==> config.mk <==
export PLATFORM = sky130hd
export DESIGN_NAME = fifo_memory_ext
export DESIGN_NICKNAME = d
export VERILOG_FILES = /design/src/rtl/fifo_memory_ext.sv
export SDC_FILE = /design/constraint.sdc
export NUM_CORES = 1
export LEC_CHECK = 0
export ABC_CLOCK_PERIOD_IN_PS = 4000
export BUFFER_PORTS_ARGS = -buffer_cell sky130_fd_sc_hd__buf_2
export CELL_PAD_IN_SITES_DETAIL_PLACEMENT = 0
export CELL_PAD_IN_SITES_GLOBAL_PLACEMENT = 1
export CORE_MARGIN = 4
export CORE_UTILIZATION = 50
export DETAILED_ROUTE_END_ITERATION = 6
export GPL_TIMING_DRIVEN = 0
export PLACE_DENSITY_LB_ADDON = 0.1
export SYNTH_ARGS = -nofsm -noshare
export SYNTH_HDL_FRONTEND = slang
export SYNTH_SLANG_ARGS = --single-unit
==> constraint.sdc <==
create_clock -name clk -period 4 [get_ports clk]
set_clock_uncertainty 0.15 [all_clocks]
set_input_delay 0 -clock clk [delete_from_list [all_inputs] [get_ports clk]]
set_output_delay 0 -clock clk [all_outputs]
set_load 0.1 [all_outputs]
==> src/rtl/fifo_memory_ext.sv <==
// fifo_memory_ext: single-clock circular-buffer FIFO with occupancy count,
// programmable almost-full/almost-empty thresholds, sticky overflow and
// underflow flags, and a synchronous flush.
//
// Read mode:
//   FWFT=0  read_data is registered; it updates on the edge that accepts a read.
//   FWFT=1  read_data shows the head word combinationally, or 0 when empty.
//
// Ports:
//   clk, rstn          clock (rising edge), asynchronous active-low reset
//   clear              synchronous flush; wins over read and write
//   write_enable/data  push request and word
//   read_enable        pop request
//   read_data          popped word (FWFT=0) or head word (FWFT=1)
//   full, empty        count == DEPTH, count == 0
//   almost_full        count >= AF_LEVEL
//   almost_empty       count <= AE_LEVEL
//   count              occupancy 0..DEPTH
//   overflow           sticky: a write was rejected
//   underflow          sticky: a read was rejected
module fifo_memory_ext #(
  parameter int DATA_WIDTH = 8,
  parameter int ADDR_WIDTH = 4,
  parameter int FWFT       = 0,
  parameter int AF_LEVEL   = (2**ADDR_WIDTH) - 2,
  parameter int AE_LEVEL   = 2
) (
  input  logic                  clk,
  input  logic                  rstn,
  input  logic                  clear,
  input  logic                  write_enable,
  input  logic [DATA_WIDTH-1:0] write_data,
  input  logic                  read_enable,
  output logic [DATA_WIDTH-1:0] read_data,
  output logic                  full,
  output logic                  empty,
  output logic                  almost_full,
  output logic                  almost_empty,
  output logic [ADDR_WIDTH:0]   count,
  output logic                  overflow,
  output logic                  underflow
);

  localparam int DEPTH = 2**ADDR_WIDTH;
  localparam int CW    = ADDR_WIDTH + 1;

  localparam logic [CW-1:0] DEPTH_C = CW'(DEPTH);
  localparam logic [CW-1:0] AF_C    = CW'(AF_LEVEL);
  localparam logic [CW-1:0] AE_C    = CW'(AE_LEVEL);

  // Threshold sanity, caught at elaboration.
  if (AF_LEVEL < 1 || AF_LEVEL > DEPTH) begin : g_bad_af
    $error("fifo_memory_ext: AF_LEVEL out of range 1..DEPTH");
  end
  if (AE_LEVEL < 0 || AE_LEVEL > DEPTH - 1) begin : g_bad_ae
    $error("fifo_memory_ext: AE_LEVEL out of range 0..DEPTH-1");
  end
  if (FWFT != 0 && FWFT != 1) begin : g_bad_fwft
    $error("fifo_memory_ext: FWFT must be 0 or 1");
  end

  logic [DATA_WIDTH-1:0] mem [DEPTH];
  logic [ADDR_WIDTH-1:0] wr_ptr, rd_ptr;
  logic [CW-1:0]         cnt_q;
  logic                  ovf_q, udf_q;
  logic                  rd_ok, wr_ok;

  // Status is decoded from the registered count only.
  assign full         = (cnt_q == DEPTH_C);
  assign empty        = (cnt_q == '0);
  assign almost_full  = (cnt_q >= AF_C);
  assign almost_empty = (cnt_q <= AE_C);
  assign count        = cnt_q;
  assign overflow     = ovf_q;
  assign underflow    = udf_q;

  // A read frees a slot in the same cycle, so a full FIFO still accepts a
  // write paired with a read. An empty FIFO never bypasses write to read.
  assign rd_ok = read_enable && !empty;
  assign wr_ok = write_enable && (!full || rd_ok);

  // Storage is not reset; only pointers define valid contents.
  always_ff @(posedge clk) begin
    if (wr_ok && !clear) mem[wr_ptr] <= write_data;
  end

  always_ff @(posedge clk or negedge rstn) begin
    if (!rstn) begin
      wr_ptr <= '0;
      rd_ptr <= '0;
      cnt_q  <= '0;
      ovf_q  <= 1'b0;
      udf_q  <= 1'b0;
    end else if (clear) begin
      wr_ptr <= '0;
      rd_ptr <= '0;
      cnt_q  <= '0;
      ovf_q  <= 1'b0;
      udf_q  <= 1'b0;
    end else begin
      if (wr_ok) wr_ptr <= wr_ptr + 1'b1;
      if (rd_ok) rd_ptr <= rd_ptr + 1'b1;
      case ({wr_ok, rd_ok})
        2'b10:   cnt_q <= cnt_q + CW'(1);
        2'b01:   cnt_q <= cnt_q - CW'(1);
        default: cnt_q <= cnt_q;
      endcase
      if (write_enable && !wr_ok) ovf_q <= 1'b1;
      if (read_enable && !rd_ok)  udf_q <= 1'b1;
    end
  end

  if (FWFT != 0) begin : g_fwft
    // Head word straight from storage; forced to 0 while nothing is valid.
    assign read_data = empty ? '0 : mem[rd_ptr];
  end else begin : g_reg
    logic [DATA_WIDTH-1:0] rd_q;
    always_ff @(posedge clk or negedge rstn) begin
      if (!rstn)      rd_q <= '0;
      else if (clear) rd_q <= '0;
      else if (rd_ok) rd_q <= mem[rd_ptr];
    end
    assign read_data = rd_q;
  end

endmodule

After elaboration in Yosys (flattened, before gate mapping) --
Memory sizes are Yosys's and may differ from the RTL's. Cells that the tools add are included.
Cells by class: order comparisons 2, eq/ne operators 3, mux-type cells 14, add/subtract/negate cells 4, reductions and logical operators 17
Operators with widths (count):
- 4-bit 2-to-1 mux | 4
- 8-bit 2-to-1 mux | 2
- 5-bit one-hot mux with 2 select lines | 1
- 4-bit by 1-bit adder with 4-bit output (second input constant) | 2
- 2-bit nonzero test | 4
- 1-bit 2-to-1 mux | 6
- 5-bit by 1-bit adder with 5-bit output (second input constant) | 1
- 5-bit equality test (second input constant) | 1
- 5-bit by 4-bit >= comparator with 1-bit output (second input constant) | 1
- 5-bit by 2-bit <= comparator with 1-bit output (second input constant) | 1
- 1-bit logical AND | 5
- 1-bit zero test | 5
- 5-bit zero test | 1
- 5-bit 2-to-1 mux | 1
- 5-bit by 1-bit subtractor with 5-bit output (second input constant) | 1
- 3-bit nonzero test | 1
- 2-bit by 1-bit equality test with 1-bit output (second input constant) | 1
- 2-bit equality test (second input constant) | 1
- 1-bit logical OR | 1
Word-level totals: memories kept 1, register bits 23, input bits 13, bits in writable memories 128
Memories:
- mem | words 16, bits a word 8, rd ports 1, clocked after memory_dff 0, write ports 1, line 62 | logic [DATA_WIDTH-1:0] mem [DEPTH];

Longest topological paths before layout --
Gate-level depths: netlist (run 1).
word-level depth 9, gate-level depth with buffers 11

Worst setup path after synthesis (run 1) --
Ideal clock, no wire load.
kind flip-flop to output port, start point reg cnt_q[4] (netlist: count[4]), end point out almost_empty, cell stages (with the launch flop) 3, arrival time 5821 ps, path slack -1971 ps, path through dfrtp_1 > clkbuf_1 > a2111oi_0
Between the ends: longest elaborated chain between the ends 1
Ends and longest elaborated chain:
- start: declaration | line 64 | logic [CW-1:0] cnt_q;
- start signal: assignment | line 104 | 2'b10: cnt_q <= cnt_q + CW'(1);
- start signal: assignment | line 105 | 2'b01: cnt_q <= cnt_q - CW'(1);
- start signal: assignment | line 106 | default: cnt_q <= cnt_q;
- 5-bit by 2-bit <= comparator with 1-bit output | line 72 | assign almost_empty = (cnt_q <= AE_C);
- end: declaration | line 38 | output logic almost_empty,
Every way passes these cells.

Worst setup path in the final report (run 1) --
start point reg cnt_q[1] (netlist: count[1]), end point reg cnt_q[4] (netlist: count[4])
Between the ends: longest elaborated chain between the ends 8
Ends and longest elaborated chain:
- 5-bit zero test | line 70 | assign empty = (cnt_q == '0);
- 1-bit zero test | line 79 | assign rd_ok = read_enable && !empty;
- 1-bit logical AND | line 79
- 1-bit logical OR | line 80 | assign wr_ok = write_enable && (!full || rd_ok);
- 1-bit logical AND | line 80
- 2-bit by 1-bit equality test with 1-bit output / 2-bit equality test (equally long branches) | line 103 | case ({wr_ok, rd_ok})
- 5-bit one-hot mux with 2 select lines | line 103
- 5-bit 2-to-1 mux | line 94 | end else if (clear) begin
Parallel ways exist; a longest one is shown, timed or not. A chain may end at the register's enable or synchronous reset.

==> results.toml, run 1 <==
[status]
status = "finished clean"

[critical_path]
cp_max_fo = 9
r2r_slack_ps = 870
cp.required_ps = 4190
crit_family = "compound AO/OA/AOI/OAI gates"
critPathLaunchType = "register"
max_stage_delay_ps = 560
crit_type = "register to register"
critical_path_buf_inv_count = 2
critPathArrivalTime_ps = 3330
slowest_stage = "or4_4"
end_kind = "register"
worstPathCellList = "or4_4, buf_6, o21a_1, nand2b_1, inv_1, ha_1, nand2b_1, a21oi_1, nand2_1, a21o_1, a21oi_1"

[grt]
antenna_found_initial = 0
gr-usage-all-layers_pct = 20.06
gr-total-overflow = 0
grt_pass1_wl_um = 20180
grt_max_degree = 24
grt_pass1_vias = 3364

[die]
start_util_pct = 51.33
core_sq_mm = 0.01211
die_w_um = 119.5
num_io_pins = 32
dieArea_sq_mm = 0.01428
die-height_um = 119.5
rows = 40

[detailed_routing]
vias = 3235
vias_per_cell = 5.511
wl_per_cell_um = 21.99
firstDrtPassIters = 4
drt_iter0_markers = 282
drt-total-wl_um = 12910
drc = 0
ant_nets = 0

[sta]
max_freq_mhz = 319.0
fin_crit_sh_pct = 78.37
fin_crit_ps = 3135
maxSlewViolCount = 0
slew_headroom_pct = 27.06
finalSetupViolCount = 0
worst_pin_slew_ps = 1090
fin_setup_tns_ps = 0
rsz0062_at_grt = "false"
hold_viol = 0

[cells_and_area]
diodes = 0
fin_util_pct = 61.04
drive_gt1_share_pct = 26.49
ff_latch_area_sq_mm = 0.004419
multi_input_comb_area_sq_mm = 0.001684
n_fill_cell = 946
area_growth_pct = 18.92
num-nets-final = 428

[clocking]
cts_hold_buf = 14
cts_setup_buffers = 0
cts_root_buf = "clkbuf_16"
cts_resized = 0
clockBufferDepth = 2
cts_tree = "done"
clk_latency_ps = 420
clock_sinks = 151
clk_pin_slew_worst_paths_ps = 60
cts_buffers = 17
h-tree-depth = 4

[power]
power.internal_mw = 3.267
powerDensity_mw_per_mm2 = 643.1
netSwitchingFraction_pct = 31.28
combPwrFrac_pct = 24.3
ir_worst_vdd_mv = 0.4443
power_frac_seq_pct = 38.5
pwr-share-clk_pct = 37.2
cellLeakagePower_nw = 2.565
netSwitchingPower_mw = 1.487

[logic_synthesis]
ys_types = 39
synth.net_count = 365
synth_cells = 343
synth_edf_count = 128
synthesis.area_sq_mm = 0.006217
netlist.area_leader.share_pct = 61.82
yosysWarnings = 0
yosysTopAreaCell = "edfxtp_1"
synth_most_common_cell = "edfxtp_1"
synth_seq_cells = 151
seq_area_frac_synth_pct = 71.08
synth-async-reset-ratio_pct = 15.23
ys_top_cells_by_area = "edfxtp_1 62%, mux4_2 12%, dfrtp_1 9.3%"
ys.flop_type = "edfxtp_1"
synth.avg_cell_area_sq_um = 18.13
synth_common_cells = "128 x edfxtp_1, 34 x nor2_1, 32 x mux4_2, 23 x dfrtp_1, 16 x mux2i_1"

[worst_hold_path]
hold_class = "register to register"

[job]
max_cap_violations = 0

[placed_design]
port_buffers = 30
gp_congestion = 0.7493
dp_hpwl_um = 8117
-- per-layer routing --
metal / GRT usage (%) / up-vias / routed length, um
met3: 6.221 / 15 / 674
li1: - / 1483 / -
met2: 29.52 / 68 / 6240
met1: 28.92 / 1669 / 5821
met4: 6.514 / 0 / 170
met5: 0 / - / 0
-- state kept, by name (all words and copies together) (netlist names) --
name	flops
mem	128
wr_ptr	4
rd_ptr	4
underflow	1
count	5
read_data	8
overflow	1
-- tightest hold or removal path, delay by kind of cell (launching register included) --
| kind | cells | cell delay (ps) |
|---|---|---|
| AO/OA/AOI/OAI | 1 | 40 |
| flip-flops | 1 | 340 |
| AND/OR/NAND/NOR | 1 | 70 |
-- power by group through the flow --
stage / clock network (mW) / registers, mW / logic [mW]
CTS: 1.80 / 1.83 / 1.17
floorplan: 0 / 2.16 / 0.621
global placement: 0 / 1.86 / 1.15
finish: 1.77 / 1.83 / 1.16
global route: 1.87 / 1.84 / 1.23
detailed placement: 0 / 1.86 / 1.15
-- cells by family after synthesis --
| logic type | count (synthesis) | synth area share [%] |
|---|---|---|
| simple gates | 70 | 5.716 |
| flops | 151 | 71.08 |
| buf+inv | 26 | 1.932 |
| xor+xnor | 9 | 1.268 |
| mux | 51 | 14.71 |
| compound gates | 27 | 3.361 |
| fa+ha+maj | 9 | 1.932 |
-- path summary, 6_finish.rpt --
| kind | depth (start not counted) | from | to |
|---|---|---|---|
| max | 11 | count[1] | count[4] |
| min | 2 | underflow | underflow |
| max reg2reg | 11 | count[1] | count[4] |
| min reg2reg | 2 | underflow | underflow |
| max in group asynchronous | 4 | rstn | read_data[7] |
| min in group asynchronous | 4 | rstn | wr_ptr[0] |
-- area by class of cell --
type | instances | share of cell area (%)
timing repair buffer | 44 | 4.062
clock inverter | 14 | 3.114
sequential | 151 | 59.77
multi-input combinational | 166 | 22.78
inverter | 7 | 0.3554
buffer | 19 | 1.269
clock buffer | 18 | 5.805
tap | 168 | 2.843
-- cells in the final DEF (no fill, tap or decap), types with 8 or more instances in the layout --
cell type,synthesis,layout
nand3b_1,10,10
o221ai_1,8,8
dlygate4sd3_1,0,13
clkbuf_1,9,10
clkbuf_16,0,17
dfrtp_1,23,23
a21oi_1,8,8
nand2_1,10,10
mux2i_1,16,16
edfxtp_1,128,128
mux4_2,32,32
buf_2,6,36
nor2_1,34,34
ha_1,8,8
-- through the flow --
stage | cell area (sq um) | power [mW] | cells | setup slack, ps | hold WS, ps
3_5_place_dp | 6584 | 3.017 | 541 | 893.9 | -108.7
6_report | 7393 | 4.755 | 587 | 865.4 | 348.0
5_1_grt | 7393 | 4.941 | 587 | 678.4 | 368.3
3_3_place_gp | 6584 | 3.007 | 541 | 920.8 | -122.3
2_1_floorplan | 6223 | 2.780 | 343 | 595.0 | -445.6
4_1_cts | 7393 | 4.793 | 587 | 879.8 | 342.3
Power figures use the tool's default switching activity.
==> run 2: changes to the inputs <==
- ABC_AREA: not set -> 1
- ABC_CLOCK_PERIOD_IN_PS: 4000 -> 2900
- CORE_UTILIZATION: 50 -> 49
- clock period: 4 -> 2.9 ns (I/O delays scaled with it)
==> results.toml, run 2 <==
[critical_path]
cp_max_fo = 8
crit_path_end = "mem[13][3]"
slowest_stage = "nor2_1"
crit_family = "simple AND/OR/NAND/NOR gates"
r2r_end = "mem[13][3]"
crit_type = "register to register"
end_kind = "register"
critical_path_buf_inv_count = 0
critPathLaunchType = "register"
critical_path.startpoint = "count[1]"
critPathArrivalTime_ps = 2310
cpMostUsedCell = "nor2_4"
r2r_slack_ps = 480
max_stage_delay_ps = 660
r2r.worst_path.cells = 6
crit_cells = 6
cp.required_ps = 2790
r2r_start = "count[1]"
worstPathCellList = "nor2_4, nand2_2, nor2_4, a21oi_4, nand2_1, nor2_1"

[clocking]
cts_tree = "done"
cts_hold_buf = 15
clk_pin_slew_worst_paths_ps = 60
cts_resized = 0
cts_root_buf = "clkbuf_16"
clockBufferDepth = 2
clk_latency_ps = 410
cts_buffers = 17
cts_setup_buffers = 0
clock_sinks = 151
h-tree-depth = 4

[logic_synthesis]
ys_top_cells_by_area = "edfxtp_1 58%, nand2_1 10%, dfrtp_1 8.7%"
synth_common_cells = "177 x nand2_1, 128 x edfxtp_1, 77 x nor2_1, 58 x nand3_1, 32 x inv_1"
yosysTopAreaCell = "edfxtp_1"
synth_mux_area_share_pct = 0
netlist.area_leader.share_pct = 58.06
synthSimpleGateAreaFrac_pct = 20.77
synth.avg_cell_area_sq_um = 11.00
synth-adder-area-share_pct = 1.814
synth-compound-area-share_pct = 5.670
synth-async-reset-ratio_pct = 15.23
synth_cells = 602
synth.net_count = 624
synth_most_common_cell = "nand2_1"
synth-xor-area-share_pct = 0.2646
synth_seq_cells = 151
ys_types = 32
seq_area_frac_synth_pct = 66.75
ys.flop_type = "edfxtp_1"
synth_edf_count = 128
yosysWarnings = 0
synth_top_family_by_area = "simple AND/OR/NAND/NOR gates"
synthesis.area_sq_mm = 0.006620

[cells_and_area]
fin_util_pct = 58.99
n_fill_cell = 1101
area_growth_pct = 18.01
mostFrequentLayoutCell = "nand2_1"
drive_gt1_share_pct = 16.03
final_cell_mix = "177 x nand2_1, 128 x edfxtp_1, 77 x nor2_1"
num-nets-final = 689
diodes = 0
regMostFlops = "mem"
largest_reg_flops = 128

[power]
cellLeakagePower_nw = 3.147
ir_worst_vdd_mv = 0.6567
powerDensity_mw_per_mm2 = 939.9

[placed_design]
gp_congestion = 0.8255
port_buffers = 31
dp_hpwl_um = 10640
dpl_worst_slack_ps = 479.7

[detailed_routing]
vias = 4464
drt_iter0_markers = 456
drt-total-wl_um = 15810
firstDrtPassIters = 5
vias_per_cell = 5.215
ant_nets = 0
wl_per_cell_um = 18.47
drc = 0

[die]
start_util_pct = 49.99
die_w_um = 124.2
core_sq_mm = 0.01324
dieArea_sq_mm = 0.01543
rows = 42
num_io_pins = 32
die-height_um = 124.2

[sta]
rsz0062_at_grt = "false"
slew_headroom_pct = 26.75
fin_crit_ps = 2422
hold_viol = 0
finalSetupViolCount = 0
worst_pin_slew_ps = 1095
fin_setup_tns_ps = 0
fin_crit_sh_pct = 83.53
max_freq_mhz = 412.8
setup_ws_ps = 477.7
maxSlewViolCount = 0

[status]
status = "finished clean"

[grt]
grt_max_degree = 24
antenna_found_initial = 0
grt_pass1_vias = 4302
gr-total-overflow = 0
grt_pass1_wl_um = 24330
gr-usage-all-layers_pct = 20.86

[worst_hold_path]
hold_path_depth = 3
hold_class = "input pin to register"

[job]
max_cap_violations = 0
## run 2: cell types whose count changed in the layout (fill, tap and decap cells not counted), sizes merged, moves of 7 or more
cell    delta
nand2    +169
nand3     +58
nor2      +47
mux4      -32
inv       +31
o21ai     +26
mux2i     -16
a21oi     +10
buf       +10
nand3b    -10
o211ai     +8
o221ai     -8
xor2       -7
## run 2: how the worst min path moves through the flow
stage	start	end	slack, ps
finish	clear	overflow	250
global route	clear	overflow	240
CTS	clear	overflow	230
detailed placement	rstn	read_data[1]	-130
global placement	rstn	read_data[0]	-150
floorplan	rstn	count[0]	-450
## run 2: worst min-delay path: cells and delay by family
kind	cells	cell delay [ps]
AND/OR/NAND/NOR	1	70
buffers and inverters	2	700
## run 2: cells by family (layout without fill, tap and decap cells)
| logic type | Yosys count | in the layout |
|---|---|---|
| adders and majority gates | 9 | 9 |
| DFF | 151 | 151 |
| AOI/OAI and AO/OA | 56 | 56 |
| xor gates and xnor gates | 2 | 2 |
| and+or+nand+nor | 325 | 325 |
| buffers and inverters | 59 | 137 |
## run 2: through the flow
step | power, mW | cells | hold WS [ps] | cell area [sq um]
after global placement | 4.939 | 809 | -150.6 | 7014
final | 7.343 | 856 | 247.3 | 7812
after global routing | 7.652 | 856 | 238.8 | 7812
after CTS | 7.384 | 856 | 230.1 | 7812
after detailed placement | 4.971 | 809 | -130.5 | 7014
after floorplan | 4.440 | 602 | -445.6 | 6639
## run 2: area by class of cell
type,instances,area (sq um),share of cell area [%]
Inverter,37,141.4,1.810
Buffer,22,171.4,2.194
Multi-Input combinational cell,392,1907,24.41
Timing Repair Buffer,46,305.3,3.908
Clock inverter,11,197.7,2.530
Clock buffer,21,450.4,5.766
Sequential cell,151,4419,56.57
Tap cell,176,220.2,2.819
## run 2: where the power goes
part | switching [mW] | leakage, nW | internal, mW | total [mW]
registers | 0.102 | 1.47 | 2.46 | 2.56
clock network | 0.838 | 0.312 | 1.56 | 2.39
logic | 1.81 | 1.37 | 0.582 | 2.39
## run 2: per-layer routing
layer  up-vias  share of wire [%]  GRT usage [%]
met5         -                  0              0
met4         0                1.5          6.576
met3        25                4.9          3.952
met2       124                 48          32.09
met1      2141                 46          30.25
li1       2174                  -              -
==> run 3: changes to the inputs <==
- ABC_CLOCK_PERIOD_IN_PS: 2900 -> 2500
- clock period: 2.9 -> 2.5 ns (I/O delays scaled with it)
==> results.toml, run 3 (same netlist as run 2, synthesis figures left out) <==
[grt]
grt_max_degree = 24
antenna_found_initial = 1
gr-usage-all-layers_pct = 20.88
grt_pass1_vias = 4365
grt_pass1_wl_um = 24270
gr-total-overflow = 0

[die]
dieArea_sq_mm = 0.01543
start_util_pct = 49.99
die-height_um = 124.2
rows = 42
num_io_pins = 32
die_w_um = 124.2
core_sq_mm = 0.01324

[status]
status = "finished clean"

[power]
combPwrFrac_pct = 33.6
powerDensity_mw_per_mm2 = 1057
power_frac_seq_pct = 36.4
power.internal_mw = 5.030
cellLeakagePower_nw = 3.096
netSwitchingFraction_pct = 38.54
power.total_mw = 8.184
ir_worst_vdd_mv = 0.6973
netSwitchingPower_mw = 3.155
pwr-share-clk_pct = 30.0

[detailed_routing]
wl_per_cell_um = 18.15
met1_length_um = 7015
drt_iter0_markers = 396
highest_layer = "met4"
routed-wl-met2_um = 7438
firstDrtPassIters = 5
dr_wl_met3_um = 836
ant_nets = 0
drc = 0
vias = 4441
vias_per_cell = 5.188
drt-total-wl_um = 15540

[placed_design]
port_buffers = 31
place_area_sq_mm = 0.007020
dp_hpwl_um = 10610
gp_congestion = 0.8036

[sta]
maxSlewViolCount = 0
holdWs_ps = 233.0
fin_crit_sh_pct = 93.32
fin_crit_ps = 2333
rsz0062_at_grt = "true"
worst_pin_slew_ps = 1077
slew_headroom_pct = 27.93
hold_viol = 0
max_freq_mhz = 428.6
finalSetupViolCount = 0

[critical_path]
cp_max_fo = 8
cp.required_ps = 2400
slowest_stage = "nor2_1"
critPathLaunchType = "register"
end_kind = "register"
critical_path_buf_inv_count = 1
critPathArrivalTime_ps = 2240
crit_family = "simple AND/OR/NAND/NOR gates"
worstPathCellList = "inv_1, nor2_4, a21oi_4, nand2_1, nor2_1"
r2r_start = "count[4]"
r2r.worst_path.cells = 5
max_stage_delay_ps = 650
r2r_end = "mem[2][2]"
crit_type = "register to register"
r2r_slack_ps = 170

[cells_and_area]
regMostFlops = "mem"
area_growth_pct = 16.92
multi_input_comb_area_sq_mm = 0.001912
final_cell_mix = "177 x nand2_1, 128 x edfxtp_1, 75 x nor2_1"
mostFrequentLayoutCell = "nand2_1"
diodes = 0
fin_area_sq_mm = 0.007740
num-nets-final = 689
largest_reg_flops = 128
drive_gt1_share_pct = 16.62
ff_latch_area_sq_mm = 0.004425
n_fill_cell = 1134

[worst_hold_path]
hold_end = "overflow"
hold_class = "input pin to register"
hold_path_depth = 3
hp-start = "clear"

[clocking]
cts_tree = "done"
clk_pin_slew_worst_paths_ps = 60
cts_root_buf = "clkbuf_16"
h-tree-depth = 4
clk_latency_ps = 430
clockBufferDepth = 2
cts_buffers = 17
cts_setup_buffers = 0
clock_sinks = 151

[job]
max_cap_violations = 0
run 3: cell count changes in the layout (fill, tap and decap cells not counted), moves of 2 or more:
| cell | delta |
|---|---|
| nor2_2 | +2 |
| dfrtp_1 | -5 |
| clkbuf_1 | +3 |
| dfrtp_2 | +5 |
| clkinv_4 | -2 |
| nor2_1 | -2 |
| bufinv_16 | -3 |
run 3: what timing repair did:
action / in CTS / in global routing
gates resized for setup: 0 / 2
hold endpoints to repair: 172 / 0
endpoints found under the setup margin: 0 / 16
hold buffers: 15 / 0
run 3: worst min-delay path, delay by kind of cell:
kind / cells / cell delay, ps
and+or+nand+nor: 1 / 70
buffers and inverters: 2 / 700
run 3: area by class of cell:
class | instances | area share, %
Buffer | 22 | 2.215
Clock buffer | 24 | 5.965
Clock inverter | 8 | 1.326
Inverter | 37 | 1.827
Multi-Input combinational cell | 392 | 24.70
Sequential cell | 151 | 57.18
Tap cell | 176 | 2.845
Timing Repair Buffer | 46 | 3.944
run 3: layer usage:
layer  track usage, %  vias up
li1                 -     2170
met3            5.326       23
met4            6.125        0
met1            28.89     2142
met2            32.86      106
met5                0        -
run 3: metrics by stage:
stage / setup TNS (ps) / util (%) / std cells / setup WS [ps]
2_1_floorplan: 0 / - / 602 / 22.04
3_3_place_gp: 0 / 53.01 / 809 / 140.3
3_5_place_dp: 0 / 53.01 / 809 / 138.4
4_1_cts: 0 / 58.41 / 856 / 127.2
5_1_grt: -141.2 / 58.45 / 856 / -20.05
6_report: 0 / 58.45 / 856 / 167.0
run 3: how the worst max path moves through the flow:
| stage | from | to | slack (ps) | depth (start not counted) |
|---|---|---|---|---|
| floorplan | count[4] | count[4] | 20 | 14 |
| global placement | count[4] | mem[13][2] | 140 | 5 |
| detailed placement | count[4] | mem[6][6] | 140 | 5 |
| CTS | count[4] | mem[6][0] | 130 | 5 |
| global route | count[4] | mem[9][4] | -20 | 5 |
| finish | count[4] | mem[2][2] | 170 | 5 |
run 3: power by group through the flow:
stage          clock network (mW)  registers, mW  logic [mW]
2_1_floorplan                   0           3.63        1.53
3_3_place_gp                    0           3.02        2.72
3_5_place_dp                    0           3.03        2.74
4_1_cts                      2.48           2.98        2.77
5_1_grt                      2.58           2.99        2.95
6_report                     2.46           2.98        2.75
